==> src/rtl/clkdiv_prog.sv <==
// clkdiv_prog: multi-channel programmable clock-enable generator.
//
// Each of N_CH channels divides clk by R = max(div_act, 2) and produces a
// one-cycle tick strobe plus a registered square wave. Divisor writes land
// in a per-channel shadow register and are swapped in only at the channel's
// wrap, or immediately by sync, so the period never glitches.
//
// Ports:
//   clk       system clock, all state on the rising edge
//   rst       asynchronous active-high reset
//   ch_en     per-channel count enable
//   sync      restart pulse for all channels (applies pending divisors)
//   cfg_wr    divisor write strobe
//   cfg_ch    target channel of the write (values >= N_CH are ignored)
//   cfg_div   new divisor value
//   cfg_pend  per channel, high while a written divisor awaits application
//   tick      one-cycle strobe per channel period
//   sq        square wave per channel, high for floor(R/2) of every R cycles
//
// Config handshake: cfg_wr is a single-cycle valid with no ready; a write is
// always accepted on the edge where cfg_wr is high. Back-to-back writes to
// the same channel before its swap overwrite each other (last write wins).
module clkdiv_prog #(
  parameter int N_CH      = 4,
  parameter int CNT_WIDTH = 16,
  parameter int DIV_RST   = 2,
  localparam int CH_W     = (N_CH > 1) ? $clog2(N_CH) : 1
) (
  input  logic                 clk,
  input  logic                 rst,
  input  logic [N_CH-1:0]      ch_en,
  input  logic                 sync,
  input  logic                 cfg_wr,
  input  logic [CH_W-1:0]      cfg_ch,
  input  logic [CNT_WIDTH-1:0] cfg_div,
  output logic [N_CH-1:0]      cfg_pend,
  output logic [N_CH-1:0]      tick,
  output logic [N_CH-1:0]      sq
);

  localparam logic [CNT_WIDTH-1:0] ONE      = CNT_WIDTH'(1);
  localparam logic [CNT_WIDTH-1:0] TWO      = CNT_WIDTH'(2);
  localparam logic [CNT_WIDTH-1:0] DIV_INIT = CNT_WIDTH'(DIV_RST);

  // Divisors 0 and 1 would give a zero- or one-cycle period; both run as 2.
  function automatic logic [CNT_WIDTH-1:0] ratio(input logic [CNT_WIDTH-1:0] d);
    return (d < TWO) ? TWO : d;
  endfunction

  for (genvar i = 0; i < N_CH; i++) begin : g_ch
    logic [CNT_WIDTH-1:0] cnt_q, cnt_d;
    logic [CNT_WIDTH-1:0] act_q, act_d;
    logic [CNT_WIDTH-1:0] shd_q, shd_d;
    logic [CNT_WIDTH-1:0] r_cur, r_nxt;
    logic                 pend_q, pend_d;
    logic                 tick_q, tick_d;
    logic                 sq_q, sq_d;
    logic                 wr_hit;
    logic                 wrap;

    // Out-of-range cfg_ch values never match any channel index, so such
    // writes fall through without touching state.
    assign wr_hit = cfg_wr && (cfg_ch == CH_W'(i));
    assign r_cur  = ratio(act_q);
    // >= rather than == keeps the counter bounded even if it ever exceeded R-1.
    assign wrap   = (cnt_q >= (r_cur - ONE));

    always_comb begin
      cnt_d  = cnt_q;
      act_d  = act_q;
      shd_d  = wr_hit ? cfg_div : shd_q;
      pend_d = pend_q | wr_hit;
      tick_d = 1'b0;
      if (sync) begin
        // A write in the same cycle as sync is applied by that sync.
        cnt_d  = '0;
        act_d  = wr_hit ? cfg_div : (pend_q ? shd_q : act_q);
        pend_d = 1'b0;
      end else if (ch_en[i]) begin
        if (wrap) begin
          cnt_d  = '0;
          tick_d = 1'b1;
          // The value pending before this edge is swapped in; a write landing
          // on the wrap edge itself waits in the shadow for the next wrap.
          if (pend_q) begin
            act_d = shd_q;
          end
          pend_d = wr_hit;
        end else begin
          cnt_d = cnt_q + ONE;
        end
      end
    end

    // Square wave is evaluated against the ratio in force after this edge,
    // so a divisor swap produces a clean first period at the new rate.
    assign r_nxt = ratio(act_d);
    assign sq_d  = (sync || ch_en[i]) ? (cnt_d < (r_nxt >> 1)) : sq_q;

    always_ff @(posedge clk or posedge rst) begin
      if (rst) begin
        cnt_q  <= '0;
        act_q  <= DIV_INIT;
        shd_q  <= DIV_INIT;
        pend_q <= 1'b0;
        tick_q <= 1'b0;
        sq_q   <= 1'b0;
      end else begin
        cnt_q  <= cnt_d;
        act_q  <= act_d;
        shd_q  <= shd_d;
        pend_q <= pend_d;
        tick_q <= tick_d;
        sq_q   <= sq_d;
      end
    end

    assign tick[i]     = tick_q;
    assign sq[i]       = sq_q;
    assign cfg_pend[i] = pend_q;
  end

endmodule

==> config.mk <==
export PLATFORM = sky130hd
export DESIGN_NAME = clkdiv_prog
export DESIGN_NICKNAME = d
export VERILOG_FILES = /design/src/rtl/clkdiv_prog.sv
export SDC_FILE = /design/constraint.sdc
export NUM_CORES = 1
export LEC_CHECK = 0
export ABC_AREA = 0
export CORE_MARGIN = 8
export CORE_UTILIZATION = 45
export CTS_CLUSTER_DIAMETER = 50
export CTS_CLUSTER_SIZE = 25
export DETAILED_ROUTE_END_ITERATION = 10
export DONT_BUFFER_PORTS = 1
export PLACE_DENSITY_LB_ADDON = 0.2
export SLEW_MARGIN = 20
export SYNTH_ARGS = -nofsm -noshare
export SYNTH_HDL_FRONTEND = slang
export SYNTH_SLANG_ARGS = --single-unit
export TNS_END_PERCENT = 5
==> constraint.sdc <==
create_clock -name clk -period 10.18 [get_ports clk]
set_input_delay 3.054 -clock clk [delete_from_list [all_inputs] [get_ports clk]]
set_output_delay 3.054 -clock clk [all_outputs]
set_load 0.01 [all_outputs]
## Yosys cells after proc, flatten, opt, wreduce, memory -nomap -nowiden

Index checks and enable logic that the tools add are counted.

| storage, ports and cells | value |
|---|---|
| register bits | 204 |
| output and inout port bits | 12 |
| word-level logic and storage cells | 128 |

| operators by class | value |
|---|---|
| add/sub/neg operators | 8 |
| magnitude comparators | 16 |
| equality and inequality tests | 3 |
| multiplexer cells | 64 |
| bitwise operators | 4 |
| reductions and logical operators | 9 |

Operator list:

| cell | count |
|---|---|
| $mux W16 | 40 |
| $lt A16 B2 Y1 const B | 8 |
| $add A16 B1 Y16 const B | 4 |
| $ge A16 B16 Y1 | 4 |
| $lt A16 B15 Y1 | 4 |
| $sub A16 B1 Y16 const B | 4 |
| $mux W1 | 24 |
| $eq A2 B2 Y1 const B | 2 |
| $logic_and A1 B1 Y1 | 4 |
| $logic_or A1 B1 Y1 | 4 |
| $or A1 B1 Y1 | 4 |
| $eq A2 B1 Y1 const B | 1 |
| $logic_not A2 Y1 | 1 |

## Depth between registers and ports, before layout

Gate-level depths: netlist of the first run.

| depth | value |
|---|---|
| depth after elaboration | 10 |
| gate-level depth with buffers | 31 |
| gate-level depth less buffers | 29 |

## Worst setup path before layout of the first run

OpenSTA, ideal clock, no wires.

| path | value |
|---|---|
| kind | input-to-reg |
| from | input port ch_en[2] |
| to | register g_ch[2].sq_q |
| library setup time | 0.087 ns |
| arrival time | 6.334 ns |
| data required time | 10.093 ns |
| slack | 3.759 ns |
| stages | 18 |
| buffers on the path | 4 |
| path through | clkbuf_1 -> nand3_1 -> a311oi_1 -> or2_1 -> clkbuf_1 -> clkbuf_1 -> inv_1 -> nand2_1 -> clkbuf_1 -> nor2_1 -> ha_1 -> a21o_1 -> a21oi_1 -> nor2b_1 -> nor4_1 -> nor4b_1 -> nand4_1 -> o211ai_1 |

RTL lines:

| what | line | source |
|---|---|---|
| start, declared | 31 | `input logic [N_CH-1:0] ch_en,` |
| $mux W16 | 79 | `end else if (ch_en[i]) begin` |
| $mux W16 | 74 | `if (sync) begin` |
| named net g_ch[2].cnt_d[9] | 51 | `logic [CNT_WIDTH-1:0] cnt_q, cnt_d;` |
| $lt A16 B15 Y1 | 98 | `assign sq_d = (sync \|\| ch_en[i]) ? (cnt_d < (r_nxt >> 1)) : sq_q;` |
| end signal, assigned | 114 | `sq_q <= sq_d;` |
| end, declared | 57 | `logic sq_q, sq_d;` |

The timed path passes the listed nets, and every way through them passes these cells.
A chain may end at the register's enable or synchronous reset.

## Worst setup path after layout of the first run

| path | value |
|---|---|
| from | register g_ch[2].act_q[10] |
| to | register g_ch[2].sq_q |

RTL lines:

| what | line | source |
|---|---|---|
| start, declared | 52 | `logic [CNT_WIDTH-1:0] act_q, act_d;` |
| start signal, assigned | 110 | `act_q <= act_d;` |
| $lt A16 B2 Y1 | 47 | `return (d < TWO) ? TWO : d;` |
| $mux W16 * | 47 |  |
| $sub A16 B1 Y16 * | 66 | `assign wrap = (cnt_q >= (r_cur - ONE));` |
| $ge A16 B16 Y1 * | 66 |  |
| $mux W16 * | 80 | `if (wrap) begin` |
| $mux W16 * | 79 |  |
| $mux W16 * | 74 |  |
| named net g_ch[2].cnt_d[2] | 51 |  |
| $lt A16 B15 Y1 * | 98 |  |

The timed path passes the listed nets; every way through them passes the cells marked *.

==> reports/metrics.csv, run 1 <==
stage,metric,value,unit
status,status,completed,
synth,syn avg cell area,8.494,µm²
clock_network,CTS Buf Count,30,
floorplanning,chip width,194.2,µm
worst_setup_path,flop2flop setup slack,2.85,ns
synth,syn_nets,1836,
worst_setup_path,r2r startpoint,g_ch[2].act_q[10],
sta,actual slew at the worst max-slew pin,0.9973,ns
sta,fin crit share,72.03,%
synth,post-synthesis cell count,1682,
grt,first-pass GRT wire length,62750,µm
synth,largest family of logic cells by synthesized area,simple AND/OR/NAND/NOR gates,
synth,Synth cell types,64,
cells_and_area,Final nets,1796,
drt,routed vias,11700,
clock_network,H-tree depth,1,
floorplanning,die height,194.2,µm
worst_setup_path,worst-path fanout max,18,
worst_setup_path,crit path launch type,flop,
synth,YS warnings,0,
pwr,Final Power,2.905,mW
worst_setup_path,Reg2Reg Capture Point,g_ch[2].sq_q,
sta,Final Slew Violations,0,
drt,vias per cell,5.655,
placed_design,placer congestion estimate,0.9232,
floorplanning,row count,65,
floorplanning,Initial Utilization,45.51,%
synth,Post-Synth Adder-Cell Area,11.21,%
cells_and_area,Area growth syn-to-layout,9.624,%
clock_network,clock sink count,204,
clock_network,Post-CTS Setup Repair Bufs,0,
worst_setup_path,Crit-path slowest cell,or2_1,
worst_setup_path,WP data arrival,7.82,ns
synth,sequential area share after synthesis,35.80,%
cells_and_area,"non-filler cells, final",2069,
synth,Synth top area share,34.33,%
drt,Routed WL,38350,µm
synth,Commonest cells post-synth,"nand2_1, dfrtp_1, nor2_1",
worst_setup_path,CP required,10.67,ns
grt,gr ovfl total,0,
clock_network,worst skew pair latency,0.57,ns
clock_network,CTS Buffer Depth,3,
sta,setup TNS,0,ns
synth,ys flop type,dfrtp_1,
drt,drt initial violations,732,
synth,most common cell in the synthesized netlist,nand2_1,
hold_path,hold crit path type,flop to flop,
sta,Final Setup Violations,0,
drt,DRC viols,0,
floorplanning,Die ar.,37710,µm²
sta,Clock Skew,0.01229,ns
synth,synth top area cells,"dfrtp_1, ha_1, nand2_1, mux2i_1, o21ai_0",
floorplanning,placeable core area,31390,µm²
sta,Max Fclk,136.4,MHz
drt,DRT Pass-1 Iters,5,
synth,Synth Area in XOR/XNOR,6.743,%
pwr,Leak Pwr,7.376,nW
worst_setup_path,Reg2Reg Depth,27,
clock_network,Root Buffer,clkbuf_16,
grt,via count of the first global-routing pass,11770,
worst_setup_path,WS Path Type,flop to flop,
clock_network,CTS tree,yes,
pwr,pwr dens,185.5,nW/µm²
pwr,Peak VDD IR,0.0001252,V
synth,"FFs w/ async S/R, synth",100.0,%
clock_network,post-cts sizing count,0,
sta,max_slew headroom,33.51,%
synth,mux cell area share after synthesis,8.442,%
synth,cell area after synthesis,14290,µm²
worst_setup_path,Crit. End Element,flop,
floorplanning,I/O Pins,38,
placed_design,Port Buffers,0,
sta,Hold Fails Final Rpt,0,
grt,largest net degree at the start of global routing,126,
cells_and_area,fill cell count,2971,
sta,fin crit period,7.333,ns
placed_design,Cells after DPL,2012,
grt,number of antenna violations at the first check in global routing,1,
cells_and_area,share of layout cells above drive strength 1,6.483,%
clock_network,cts hold-fix bufs,0,
placed_design,DP HPWL,27350,µm
sta,RSZ-0062 raised after global routing,no,
clock_network,Clock transition at path regs,0.06,ns
synth,"EDFF count, synth",0,
synth,Synth area leader,dfrtp_1,
drt,WL per Instance,18.54,µm
synth,compound-gate portion of the synthesized area,11.73,%
synth,fraction of the mapped netlist area in simple logic gates,21.54,%
hold_path,worst hold start,g_ch[3].shd_q[1],
hold_path,hold worst-path end,g_ch[3].shd_q[1],
hold_path,Min-Delay Path Depth,2,
worst_setup_path,Worst path max stage delay,0.64,ns
run,maxcap violations,0,
drt,Final ANT Viol Nets,0,
grt,GRT Total Usage,20.24,%
synth,Yosys reg bits,204,
power by group:
part	switching [mW]	internal (mW)
Clock	0.419	0.749
Sequential	0.141	0.923
Combinational	0.382	0.291
Total	0.942	1.96
cells in the final DEF, fill, tap and decap left out, types with 8 or more instances in the layout:
cell type / instances
nand2_1: 330
dfrtp_1: 196
nor2_1: 150
ha_1: 128
o21ai_0: 115
mux2i_1: 107
inv_1: 71
a21oi_1: 62
xnor2_1: 58
xor2_1: 52
nand4_1: 33
clkbuf_16: 31
nor4_1: 24
and3_1: 21
nor3_1: 20
o211ai_1: 20
nand3_1: 18
or4_1: 15
nand2b_1: 13
a21o_1: 13
nor2b_1: 12
mux2_2: 12
buf_4: 12
or2_2: 10
o21a_1: 10
or3_1: 9
a211oi_1: 8
dfstp_2: 8
area by class of cell:
| cell class | count | area (µm²) | area share (%) |
|---|---|---|---|
| multi-input cells | 1320 | 8534 | 54.49 |
| flip-flops and latches | 204 | 5115 | 32.66 |
| clock buffers | 35 | 810.8 | 5.177 |
| well taps | 402 | 503.0 | 3.211 |
| clock inverters | 21 | 314.1 | 2.005 |
| inverters | 73 | 281.5 | 1.797 |
| repair buffers | 13 | 101.3 | 0.6471 |
| diodes | 1 | 2.502 | 0.01598 |
cells by family (layout without fill, tap and decap cells):
kind of cell	Yosys count	in the layout
and+or+nand+nor	683	683
AOI/OAI and AO/OA	280	280
DFF	204	204
buffers and inverters	158	142
adders and majority gates	128	128
muxes	119	119
xor gates and xnor gates	110	110
other	0	1
routing by layer:
metal	routed length, µm	GRT usage, %
met5	0	0
met4	1018	5.460
met3	1878	3.575
met2	17810	33.29
met1	17650	27.08
state kept, by name, indices dropped and copies added (netlist names), named ones only:
register and count:
g_ch.cnt_q 64, g_ch.shd_q 64, g_ch.act_q 60, g_ch.pend_q 4, g_ch.sq_q 4, g_ch.tick_q 4
how the worst max path moves through the flow:
stage | startpoint | to | slack, ns | cells past startpoint
CTS | g_ch[2].act_q[11] | g_ch[2].sq_q | 2.96 | 27
global route | g_ch[2].act_q[11] | g_ch[2].sq_q | 2.30 | 26
floorplan | rst | asynchronous set/reset pin | 1.57 | 1
global placement | g_ch[2].act_q[10] | g_ch[2].sq_q | 3.07 | 27
detailed placement | g_ch[2].act_q[11] | g_ch[2].sq_q | 2.96 | 27
finish | g_ch[2].act_q[10] | g_ch[2].sq_q | 2.85 | 27
through the flow:
step	area, µm²	util, %	hold slack, ns	setup WS (ns)
after floorplan	14290	-	0.4403	1.572
after global placement	14530	46.29	0.4545	3.069
after detailed placement	14530	46.29	0.4587	2.961
after CTS	15660	49.87	0.4683	2.963
after global routing	15660	49.88	0.4888	2.297
final	15660	49.89	0.4658	2.847
critical path, delay by kind of cell (launching register included):
family | cells | cell delay, ns
adders and majority gates | 3 | 0.82
buffers and inverters | 1 | 0.17
and+or+nand+nor | 16 | 4.23
xor gates and xnor gates | 1 | 0.13
DFF | 1 | 0.42
AOI/OAI and AO/OA | 6 | 1.45
No activity file was read; power rests on OpenSTA's default activity.
==> run 2, diff against run 1 <==
==> constraint.sdc (replaced) <==
create_clock -name clk -period 6.3 [get_ports clk]
set_input_delay 1.89 -clock clk [delete_from_list [all_inputs] [get_ports clk]]
set_output_delay 1.89 -clock clk [all_outputs]
set_load 0.01 [all_outputs]
==> run 2 against run 1 <==
Count of clock-buffer cells in the layout fell by 6. Largest cell class unchanged. Sequential power rose by 60%. Clock skew rose by 0.0016 ns. Setup slack got worse by 2.5 ns. Routed wire length rose by 3.9%. Clock power rose by 45%. Power rose by 61%. Via count rose by 2.9%.
==> reports/metrics.csv, run 2 (synthesis results as in run 1) <==
stage,metric,value,unit
drt,routed vias,12040,
cells_and_area,ANT cells,0,
status,status,completed,
sta,actual slew at the worst max-slew pin,1.060,ns
worst_setup_path,WP data arrival,6.46,ns
drt,Routed WL,39850,µm
floorplanning,chip width,194.2,µm
clock_network,CTS tree,yes,
worst_setup_path,Crit. End Element,flop,
cells_and_area,Area growth syn-to-layout,14.51,%
sta,Final Slew Violations,0,
worst_setup_path,crit path launch type,flop,
grt,largest net degree at the start of global routing,145,
grt,gr ovfl total,0,
drt,DRT Pass-1 Iters,5,
placed_design,DP HPWL,28880,µm
drt,M1 WL,18250,µm
clock_network,H-tree depth,1,
sta,Final Setup Violations,0,
sta,fin crit period,5.993,ns
floorplanning,Die ar.,37710,µm²
worst_setup_path,worst-path fanout max,11,
worst_setup_path,Worst path max stage delay,0.55,ns
sta,Max Fclk,166.9,MHz
pwr,pwr dens,285.7,nW/µm²
clock_network,Root Buffer,clkbuf_16,
clock_network,Clock transition at path regs,0.06,ns
sta,RSZ-0062 raised after global routing,yes,
pwr,Final Power,4.674,mW
pwr,Peak VDD IR,0.0002067,V
drt,vias per cell,5.627,
cells_and_area,biggest regs,"g_ch.cnt_q: 64 flops, g_ch.shd_q: 64 flops, g_ch.act_q: 60 flops",
cells_and_area,final non-filler cell area,16360,µm²
sta,Hold Fails Final Rpt,0,
sta,Clock Skew,0.01384,ns
grt,via count of the first global-routing pass,12040,
worst_setup_path,Crit-path slowest cell,or4_4,
drt,drt initial violations,709,
placed_design,Port Buffers,0,
drt,Final ANT Viol Nets,0,
floorplanning,placeable core area,31390,µm²
floorplanning,Initial Utilization,45.51,%
clock_network,worst skew pair latency,0.56,ns
clock_network,cts hold-fix bufs,0,
sta,max_slew headroom,29.32,%
cells_and_area,Final nets,1870,
drt,Top Metal Used,met4,
cells_and_area,most frequent cells in the layout,"nand2_1, dfrtp_1, nor2_1",
cells_and_area,"most common cell after layout, fill and taps aside",nand2_1,
clock_network,CTS Buffer Depth,3,
worst_setup_path,CP required,6.77,ns
grt,GRT Total Usage,20.89,%
clock_network,clock sink count,204,
grt,first-pass GRT wire length,65220,µm
cells_and_area,post-layout util,52.12,%
pwr,Leak Pwr,7.735,nW
worst_setup_path,CP Buf/Inv Count,2,
clock_network,CTS Buf Count,28,
drt,DR WL met2,18590,µm
drt,DRC viols,0,
drt,WL per Instance,18.62,µm
worst_setup_path,WS Path Type,flop to flop,
cells_and_area,fill cell count,3003,
run,maxcap violations,0,
cells_and_area,share of layout cells above drive strength 1,12.54,%
grt,number of antenna violations at the first check in global routing,0,
worst_setup_path,crit-path leading delay family,simple AND/OR/NAND/NOR gates,
placed_design,placed cell areas,15080,µm²
cells_and_area,register area,5115,µm²
drt,met3 routed WL,1970,µm
cells_and_area,area of the multi-input gates,8772,µm²
hold_path,hold crit path type,flop to flop,
sta,fin crit share,95.12,%
floorplanning,row count,65,
floorplanning,die height,194.2,µm
placed_design,placer congestion estimate,0.8886,
floorplanning,I/O Pins,38,
-- run 2: changes by cell type in the layout (fill, tap and decap cells not counted), sizes merged --
cell / change
inv: +7
bufinv: -5
clkinv: +2
clkinvlp: -2
clkbuf: -6
diode: -1
buf: +76
-- run 2: path summary, 6_finish.rpt --
kind	depth (start not counted)	from	slack, ns	to
max in group asynchronous	2	rst	3.60	g_ch[1].cnt_q[15]
hold / removal	2	g_ch[3].shd_q[1]	0.47	g_ch[3].shd_q[1]
min in group asynchronous	1	rst	1.39	g_ch[2].act_q[4]
setup reg to reg	28	g_ch[2].act_q[10]	0.31	g_ch[2].sq_q
hold reg to reg	2	g_ch[3].shd_q[1]	0.47	g_ch[3].shd_q[1]
setup / recovery	28	g_ch[2].act_q[10]	0.31	g_ch[2].sq_q
-- run 2: area by class of cell --
| cell class | count | area share [%] |
|---|---|---|
| well taps | 402 | 3.074 |
| repair buffers | 89 | 4.183 |
| inverters | 73 | 1.698 |
| multi-input cells | 1320 | 53.62 |
| clock buffers | 29 | 4.436 |
| clock inverters | 23 | 1.728 |
| flip-flops and latches | 204 | 31.26 |
-- run 2: metrics by stage --
step | setup TNS [ns] | hold WS [ns] | std cells | worst slack (ns)
floorplan | 0 | 0.4403 | 1682 | 0.05025
global placement | -0.2481 | 0.4532 | 2084 | -0.2481
detailed placement | -0.5275 | 0.4568 | 2084 | -0.1908
CTS | 0 | 0.4677 | 2136 | 0.007346
global route | -0.2221 | 0.4923 | 2140 | -0.09491
finish | 0 | 0.4682 | 2140 | 0.3072
-- run 2: tightest hold or removal path, delay by kind of cell (launching register included) --
kind	cells	cell delay, ns
flip-flops	1	0.37
AND/OR/NAND/NOR	2	0.10
-- run 2: metal layers --
layer | up-vias | GRT usage (%)
met1 | 5789 | 28.02
met2 | 264 | 34.57
met5 | - | 0
met4 | 0 | 5.431
li1 | 5921 | -
met3 | 67 | 3.436
-- run 2: repair_timing --
item,in CTS,in global routing
setup buffers,0,4
pin swaps,0,10
hold endpoints to repair,0,0
resized for setup,10,51
setup endpoints to repair,3,4
-- run 2: power breakdown --
part | switching [mW] | internal (mW)
clock | 0.731 | 0.967
combinational | 0.701 | 0.577
sequential | 0.207 | 1.49
total | 1.64 | 3.03
==> patch 1 (flow settings as in run 1) <==
Set the parameter `N_CH` to 8 (it was 4).
--- a/src/rtl/clkdiv_prog.sv
+++ b/src/rtl/clkdiv_prog.sv
@@ -21,7 +21,7 @@
 // always accepted on the edge where cfg_wr is high. Back-to-back writes to
 // the same channel before its swap overwrite each other (last write wins).
 module clkdiv_prog #(
-  parameter int N_CH      = 4,
+  parameter int N_CH      = 8,
   parameter int CNT_WIDTH = 16,
   parameter int DIV_RST   = 2,
   localparam int CH_W     = (N_CH > 1) ? $clog2(N_CH) : 1
Ports: changed (5 resized); port bits go from 38 to 55. No check against the original RTL was run, so the function may have changed too.
==> patch 1 against run 1 <==
Area after synthesis grew 99%. Sequential share of layout area rose by 0.22 points. Setup slack worse by 640 ps. Design area grew 99%. Count of clock-buffer cells in the layout increased by 31. Routed wire length grew 110%. Power is 96% higher. Utilization is 0.30 points lower. Sequential cell count up 204. Clock skew increased by 19 ps.
==> patch 1: results (changes against run 1) <==
Outcome
  • Status: finished clean

Drt
  • WL per Instance: 19.5 um (+5.1%)
  • Drt initial violations: 1601 (+120%)
  • Via Count: 23995 (+110%)

Placed design
  • DP Area: 0.0290 sq mm (+99%)
  • Gpl congestion: 0.894 (-3.2%)
  • Placed wire-length estimate: 56.1 mm (+110%)
  • Dpl cells: 4036 (+100%)

Timing
  • Skew final: 31.0 ps (+18.7 ps)
  • Tcrit/Tclk final: 78.3% (+6.3 points)
  • Worst Tran Pin Value: 1050 ps (+54.5 ps)
  • Hold slack: 470 ps (+4.05 ps)

Logic synthesis
  • Fraction of the yosys area taken by sequential cells: 36.0% (+0.24 points)
  • Synth top cells by count: nand2_1, dfrtp_1, nor2_1, ha_1, mux2i_1
  • Synth top area cells: dfrtp_1, ha_1, nand2_1
  • Netlist cell types: 84 (+31%)
  • Syn Nets: 3618 (+97%)

Setup path
  • R2R setup slack: 2210 ps (-640 ps)
  • Slowest-stage cell, CP: o21ai_2
  • Arr. time, crit path: 8520 ps (+700 ps)
  • CP Max Fanout: 28 (+10)

Layout
  • N_diodes: 0 (-1)
  • #MultiIn Comb: 2609 (+98%)
  • Num sequential: 408 (+100%)
  • Final #Nets: 3538 (+97%)
  • Area of the multi-input gates: 0.0169 sq mm (+98%)

Pwr
  • Switching Fraction: 34.1% (+1.7 points)
  • Leak pwr: 14.6 nW (+98%)
  • Combinational Power Share: 23.8% (+0.6 points)

Clocking
  • Htree depth: 2 (+1)
  • Clock Latency Late Sink: 640 ps (+70 ps)

Global routing
  • Largest net degree at the start of global routing: 207 (+64%)

Worst hold path
  • Hold endpoint: g_ch[5].shd_q[1]$_DFFE_PP1P_
  • HP Start: g_ch[5].shd_q[1]$_DFFE_PP1P_
## patch 1: cells by family after synthesis
kind of cell,after synthesis,synth area share (%)
buffers and inverters,314,4.54
AND/OR/NAND/NOR,1355,21.3
adder cells (fa/ha/maj),256,11.3
flip-flops,408,36.0
XOR/XNOR,220,6.79
multiplexers,188,6.76
AO/OA/AOI/OAI,590,13.3
## patch 1: per-layer routing
| layer | global-route usage, % | share of wire, % |
|---|---|---|
| met4 | 8.60 | 3.5 |
| met5 | 0 | 0 |
| met2 | 36.4 | 46 |
| met3 | 3.86 | 5.6 |
| met1 | 30.1 | 45 |
## patch 1: power by group through the flow
stage	Clock, mW	Combinational (mW)	Sequential [mW]
floorplan	0	1.09	2.05
global placement	0	1.29	2.14
detailed placement	0	1.34	2.15
CTS	2.24	1.35	2.12
global route	2.32	1.54	2.16
finish	2.20	1.35	2.13
==> patch 2 (config.mk and constraints of run 1) <==
Without the edit above. Put one more register stage on the output `cfg_pend`, cleared by the reset. The value now appears one clock later. The other outputs are not delayed to match.
--- a/src/rtl/clkdiv_prog.sv
+++ b/src/rtl/clkdiv_prog.sv
@@ -41,6 +41,8 @@
   localparam logic [CNT_WIDTH-1:0] ONE      = CNT_WIDTH'(1);
   localparam logic [CNT_WIDTH-1:0] TWO      = CNT_WIDTH'(2);
   localparam logic [CNT_WIDTH-1:0] DIV_INIT = CNT_WIDTH'(DIV_RST);
+
+  logic [N_CH-1:0] cfg_pend_d;
 
   // Divisors 0 and 1 would give a zero- or one-cycle period; both run as 2.
   function automatic logic [CNT_WIDTH-1:0] ratio(input logic [CNT_WIDTH-1:0] d);
@@ -117,7 +119,15 @@
 
     assign tick[i]     = tick_q;
     assign sq[i]       = sq_q;
-    assign cfg_pend[i] = pend_q;
+    assign cfg_pend_d[i] = pend_q;
+  end
+
+  always_ff @(posedge clk or posedge rst) begin
+    if (rst) begin
+      cfg_pend <= '0;
+    end else begin
+      cfg_pend <= cfg_pend_d;
+    end
   end
 
 endmodule
Behaviour: not the same (Yosys sat finds a counterexample within 4 cycles, from zero or initial values and one cycle with rst high).
==> patch 2 against run 1 <==
Routed wire length grew 1.8%. Setup slack improved by 130 ps. Utilization about the same. Count of clock-buffer cells in the layout is the same. Area after synthesis increased by 0.46%. Sequential cell count grew 4. Power is 3.9% lower. Sequential power about the same. Clock power fell by 6%. Design area rose by 0.26%. Combinational power is 6.8% lower.
==> patch 2: results (changes against run 1) <==
Outcome
  • Status: finished clean

Pwr
  • Net Sw Power: 916 uW (-2.8%)
  • Pwr Density: 178 mW/mm^2 (-4.2%)
  • Leak pwr: 7.17 nW (-2.8%)
  • Power consumption: 2.79 mW (-3.9%)
  • Max IR drop VDD: 0.149 mV (+19%)
  • Logic power comb: 627 uW (-6.8%)

Clocking
  • Clock Latency Late Sink: 560 ps
  • CTS Buf Count: 29 (-3.3%)

Global routing
  • Largest net degree at the start of global routing: 102 (-19%)
  • First-pass GRT wire length: 64.0 mm (+1.9%)
  • Initial antenna violation count: 0 (-1)
  • Total gr overflow: 0 (unchanged)
  • Total track usage: 20.5% (+0.25 points)

Worst hold path
  • HP Start: g_ch[0].shd_q[1]$_DFFE_PP1P_

Placed design
  • Gpl congestion: 0.914 (-0.97%)
  • DP Worst Slack: 3030 ps (+67.6 ps)
  • Placed wire-length estimate: 28.3 mm (+3.6%)
  • DP Area: 0.0147 sq mm (+0.90%)

Setup path
  • Delay of the slowest critical-path stage: 540 ps (-100 ps)
  • Slowest-stage cell, CP: or4b_4
  • CP Max Fanout: 9 (-9)
  • Reg2Reg Launch Point: g_ch[0].act_q[6]$_DFF_PP0_
  • Delay-heaviest family, CP: simple AND/OR/NAND/NOR gates

Layout
  • Biggest regs: g_ch.cnt_q (64), g_ch.shd_q (64), g_ch.act_q (60)
  • N_diodes: 0 (-1)
  • Final-layout fill cell count: 2915 (-1.9%)
  • Share of cells above drive strength 1: 6.34% (-0.14 points)
  • Post-Layout Cell Count: 2027 (-2.0%)
  • Final #Nets: 1757 (-2.2%)

Logic synthesis
  • Netlist cell types: 77 (+20%)
  • Syn Nets: 1788 (-2.6%)
  • Post-synthesis mux area share: 6.13% (-2.3 points)
  • Post-synthesis xor/xnor area fraction: 6.71% (-0.031 points)
  • Fraction of registers with async set or reset after synthesis: 100% (unchanged)
  • Synth Area in Adders: 11.2% (-0.052 points)
  • Synth top cells by count: nand2_1, dfrtp_1, nor2_1, ha_1, mux2i_1
  • Synth Area in Compound Gates: 15.0% (+3.3 points)
  • Syn Area/Cell: 8.78 sq um (+3.4%)
  • Synth top area cells: dfrtp_1, ha_1, nand2_1
  • Fraction of the yosys area taken by sequential cells: 36.3% (+0.53 points)

Drt
  • Drt initial violations: 783 (+7.0%)
  • Post-Route WL: 39.0 mm (+1.8%)
  • Via Count: 11804 (+0.89%)

Timing
  • Skew final: 12.2 ps (-0.0961 ps)
  • Slew margin rel.: 35.2% (+1.7 points)
## patch 2: changes by cell type in the layout (fill, tap and decap cells not counted), sizes merged, moves of 8 or more
cell	delta
xor2	-12
or2	-9
nand3	+17
and4b	+8
a2bb2oi	+10
mux2i	-27
xnor2	+12
a21oi	-8
a211oi	+9
o311ai	+9
inv	+10
o21ai	-40
a21o	+27
nand2	-61
## patch 2: kinds of logic after synthesis
group | Yosys count
AO/OA/AOI/OAI | 318
XOR/XNOR | 110
multiplexers | 87
flip-flops | 208
adder cells (fa/ha/maj) | 128
buffers and inverters | 158
AND/OR/NAND/NOR | 625
## patch 2: worst paths after layout
path | endpoint | depth (start not counted) | slack, ps
setup / recovery | g_ch[0].sq_q$_DFFE_PP0P_ | 25 | 2970
hold / removal | g_ch[0].shd_q[1]$_DFFE_PP1P_ | 2 | 480
setup reg to reg | g_ch[0].sq_q$_DFFE_PP0P_ | 25 | 2970
hold reg to reg | g_ch[0].shd_q[1]$_DFFE_PP1P_ | 2 | 480
max in group asynchronous | cfg_pend[0]$_DFF_PP0_ | 2 | 6390
min in group asynchronous | g_ch[3].cnt_q[9]$_DFF_PP0_ | 1 | 2450
## patch 2: metal layers
layer	wire (um)	GRT usage [%]	part of all wire (%)
met1	17900	27.7	46
met2	18000	33.4	46
met3	2040	3.49	5.2
met4	1110	5.63	2.8
met5	0	0	0
## patch 2: cell type report
| cell class | count | share of cell area (%) |
|---|---|---|
| repair buffers | 17 | 0.813 |
| inverters | 79 | 1.94 |
| well taps | 402 | 3.20 |
| multi-input cells | 1268 | 54.2 |
| flip-flops and latches | 208 | 33.2 |
| clock buffers | 35 | 4.96 |
| clock inverters | 18 | 1.67 |
## patch 2: tightest hold or removal path, stage by stage, from the launching register on
cell and delay [ps]:
dfstp_2 380, nand2_1 50, nand2_1 50
